### src/rtl/csa_result_fifo.sv
// Capture stage behind the carry-select adder: FWFT FIFO of {cout,sum} results
// plus a saturating count of accepted results whose carry-out was set.
module csa_result_fifo #(
  parameter int WIDTH = 34,
  parameter int DEPTH = 4,
  parameter int CNT_W = 16
) (
  input  logic                     i_clk,
  input  logic                     i_rst,
  input  logic [WIDTH-1:0]         i_sum,
  input  logic                     i_cout,
  input  logic                     i_valid,
  output logic                     o_ready,
  output logic [WIDTH:0]           o_data,
  output logic                     o_valid,
  input  logic                     i_ready,
  output logic [$clog2(DEPTH):0]   o_count,
  input  logic                     i_clr_stats,
  output logic [CNT_W-1:0]         o_ovf_cnt
);

  localparam int AW = $clog2(DEPTH);
  localparam int CW = AW + 1;
  localparam logic [CW-1:0] FULL_CNT = CW'(DEPTH);

  logic [WIDTH:0]  mem [DEPTH];
  logic [AW-1:0]   wr_ptr;
  logic [AW-1:0]   rd_ptr;
  logic [CW-1:0]   count;
  logic [CNT_W-1:0] ovf_cnt;
  logic            push;
  logic            pop;

  // Ready depends only on registered occupancy, so a full FIFO never accepts
  // a push even when the consumer pops in the same cycle.
  assign o_ready   = (count != FULL_CNT);
  assign o_valid   = (count != '0);
  assign o_data    = mem[rd_ptr];
  assign o_count   = count;
  assign o_ovf_cnt = ovf_cnt;

  assign push = i_valid & o_ready;
  assign pop  = o_valid & i_ready;

  always_ff @(posedge i_clk or posedge i_rst) begin
    if (i_rst) begin
      wr_ptr <= '0;
      rd_ptr <= '0;
      count  <= '0;
      for (int i = 0; i < DEPTH; i++) mem[i] <= '0;
    end else begin
      if (push) begin
        mem[wr_ptr] <= {i_cout, i_sum};
        wr_ptr      <= wr_ptr + 1'b1;
      end
      if (pop) rd_ptr <= rd_ptr + 1'b1;
      if (push && !pop)      count <= count + 1'b1;
      else if (pop && !push) count <= count - 1'b1;
    end
  end

  // Clear wins over a same-cycle counted push; the counter sticks at all-ones.
  always_ff @(posedge i_clk or posedge i_rst) begin
    if (i_rst) begin
      ovf_cnt <= '0;
    end else if (i_clr_stats) begin
      ovf_cnt <= '0;
    end else if (push && i_cout && (ovf_cnt != {CNT_W{1'b1}})) begin
      ovf_cnt <= ovf_cnt + 1'b1;
    end
  end

endmodule

### config.mk
export PLATFORM = sky130hd
export DESIGN_NAME = csa_result_fifo
export DESIGN_NICKNAME = d
export VERILOG_FILES = /design/src/rtl/csa_result_fifo.sv
export SDC_FILE = /design/constraint.sdc
export NUM_CORES = 1
export LEC_CHECK = 0
export ABC_AREA = 1
export CAP_MARGIN = 10
export CORE_ASPECT_RATIO = 1.4
export CORE_MARGIN = 2
export CORE_UTILIZATION = 45
export DETAILED_ROUTE_END_ITERATION = 10
export PLACE_DENSITY = 0.67
export SYNTH_ARGS = -nofsm -noshare
export SYNTH_HDL_FRONTEND = slang
export SYNTH_SLANG_ARGS = --single-unit
### constraint.sdc
create_clock -name i_clk -period 16.75 [get_ports i_clk]
set_clock_uncertainty 0.2 [all_clocks]
set_input_delay 3.35 -clock i_clk [delete_from_list [all_inputs] [get_ports i_clk]]
set_output_delay 3.35 -clock i_clk [all_outputs]
set_load 0.02 [all_outputs]
==> impl_metrics.yaml <==
power:
  combPwrFrac_pct: 43.8
  sw_frac_of_total_pct: 40.1
  max-vdd-ir-drop_mv: 0.101
  power_mw: 1.79
  p_seq_share_pct: 36.2
  p_int_mw: 1.07
  power.switching_mw: 0.717
  clock_power_share_pct: 20.0
  p_leak_nw: 4.15
  power.density_nw_per_um2: 199
layout:
  syn2layout_area_growth_pct: 21.8
  layout.cells.most_common: "nand2_1"
  nNetsFinal: 1000
  fillers: 1554
  mostFrequentLayoutCells: "211 x nand2_1, 195 x o21ai_0, 162 x dfrtp_1"
  drive_gt1_share_pct: 5.59
  antenna_cells: 0
setup_path:
  setup.worst_path.class: "reg2out"
  startpoint_type: "flip-flop"
  worstPathArrival_ns: 2.88
  crit_required_ns: 13.20
  end_kind: "output port"
  r2r_end: "mem[133]"
  ff2ff_path_depth: 7
  path_max_fanout: 35
  r2r-start: "o_count[1]"
  r2r_slack_ns: 14.32
sta:
  period_share_pct: 38.4
  setup_viol: 0
  fmax_mhz: 156
  period_needed_ns: 6.43
  tightestPinTransition_ns: 1.21
  final-max-slew-violation-count: 0
  timing.hold.ws_ns: 0.279
  rsz0062_at_grt: "false"
  slew_headroom_pct: 19.5
  finalHoldViolations: 0
  tns_ns: 0
global_route:
  grt_start_max_net_pins: 72
  grt_usage_pct: 21.0
  grt-ovfl-total: 0
  first_global_vias: 6136
  antenna_found_initial: 0
  grt_pass1_wl_mm: 29.8
floorplan:
  ioPinCount: 96
  start_util_pct: 45.8
  core_area_um2: 16100
  die_area_um2: 17400
  die_w_um: 112
  rows: 55
  die_h_um: 155
clocking:
  cts_resized: 0
  cts_root_buf: "clkbuf_16"
  cts_sinks: 163
  post_cts_buffers: 0
  htree_levels: 4
  cts_tree: "done"
  cts.clk_slew.worst_paths_ns: 0.07
  cts_buffer_depth: 2
  postCtsHoldBufs: 0
  clk_latency_ns: 0.41
  cts_buffers: 17
synthesis:
  syn_nets: 930
  syn_area_um2: 7370
  yosysSeqAreaShare_pct: 55.3
  synth_top_area_share_pct: 55.3
  synth_area_leaders: "dfrtp_1 55%, o21ai_0 13%, nand2_1 11%"
  synth_area_per_cell_um2: 8.35
  netlist_instances: 883
  synth_seq_cells: 163
  yosysWarningCount: 0
  yosysUniqueCellTypes: 26
  yosysTopAreaCell: "dfrtp_1"
outcome:
  status: "finished clean"
route:
  post_drt_wl_per_cell_um: 14.9
  route.detailed.drc: 0
  vias: 6163
  drt_iter0_drc: 301
  wirelength_mm: 17.4
  antenna_left: 0
  vias_per_cell: 5.29
  firstDrtPassIters: 5
placement:
  dp_hpwl_mm: 10.8
  io_buffers: 95
  gp_congestion: 0.806
worst_hold_path:
  hp-start: "mem[52]"
  hold_depth: 2
  hold-path-endpoint: "mem[52]"
  worstHoldPathType: "reg2reg"
flow_run:
  cap_viol_max_count: 0
## synthesized netlist by cell type
library cell    n
nand2_1       215
o21ai_0       195
dfrtp_1       163
nor2_1         92
inv_1          58
o22ai_1        35
clkbuf_1       31
o21ai_1        22
buf_2          19
nand3_1        15
nand4_1         8
ha_1            6
xor2_1          5
a21oi_1         3
nor2_4          3
nand2_2         2
xnor2_1         2
buf_1           1
buf_6           1
clkinv_1        1
fa_1            1
inv_2           1
nor2_2          1
nor2_8          1
nor3b_1         1
o21bai_1        1
## kinds of logic (layout without fill, tap and decap cells)
logic type	count (synthesis)	after routing	share of synthesized area (%)
AO/OA/AOI/OAI	256	256	18.0
XOR/XNOR	7	7	0.832
adder cells (fa/ha/maj)	7	7	1.29
buffers and inverters	112	195	6.13
flip-flops	163	163	55.3
AND/OR/NAND/NOR	338	338	18.4
## power groups by stage
stage | clock network, mW | registers (mW) | logic (mW)
3_5_place_dp | 0 | 0.652 | 0.787
5_1_grt | 0.384 | 0.669 | 0.874
4_1_cts | 0.363 | 0.647 | 0.791
2_1_floorplan | 0 | 0.631 | 0.502
3_3_place_gp | 0 | 0.647 | 0.773
6_report | 0.358 | 0.647 | 0.784
## critical path, cell delays in order, from the launching register on
cell and delay (ns):
dfrtp_1 0.37, inv_1 0.87, o21ai_0 0.26, o22ai_1 0.31
clkdlybuf4s50_1 0.66
## worst max path at each step
stage / from / endpoint / slack [ns] / cells past startpoint
floorplan: i_rst / mem[0] / 8.80 / 1
global placement: rd_ptr[1] / o_data[29] / 10.89 / 4
detailed placement: rd_ptr[1] / o_data[29] / 10.78 / 4
CTS: rd_ptr[1] / o_data[29] / 10.33 / 4
global route: rd_ptr[1] / o_data[29] / 10.18 / 4
finish: rd_ptr[1] / o_data[29] / 10.32 / 4
## metal layers
layer	vias to the layer above	share of wire [%]	track usage, %
li1	3039	-	-
met1	2941	44	27.1
met2	156	50	35.5
met3	27	4.2	3.82
met4	0	2.1	7.43
met5	-	0	0
## state kept, by name, indices dropped and copies added, names as in the netlist
signal and flops:
mem 140, o_count 3, rd_ptr 2, wr_ptr 2
o_ovf_cnt 16
## area by class of cell
cell class | instances | area (µm²) | area share, %
Tap cell | 199 | 249 | 2.77
Inverter | 60 | 230 | 2.56
Sequential cell | 163 | 4080 | 45.4
Clock inverter | 13 | 103 | 1.14
Timing Repair Buffer | 103 | 1020 | 11.4
Clock buffer | 19 | 443 | 4.93
Multi-Input combinational cell | 608 | 2850 | 31.8
## metrics by stage
stage	setup WS [ns]	area, µm²	utilization (%)	cells
finish	10.32	8980	55.8	1165
global route	10.18	8980	55.8	1165
CTS	10.33	8960	55.6	1164
detailed placement	10.78	8410	52.3	1132
global placement	10.89	8410	52.3	1132
floorplan	8.80	7370	-	883
No activity file was read; power rests on OpenSTA's default activity.
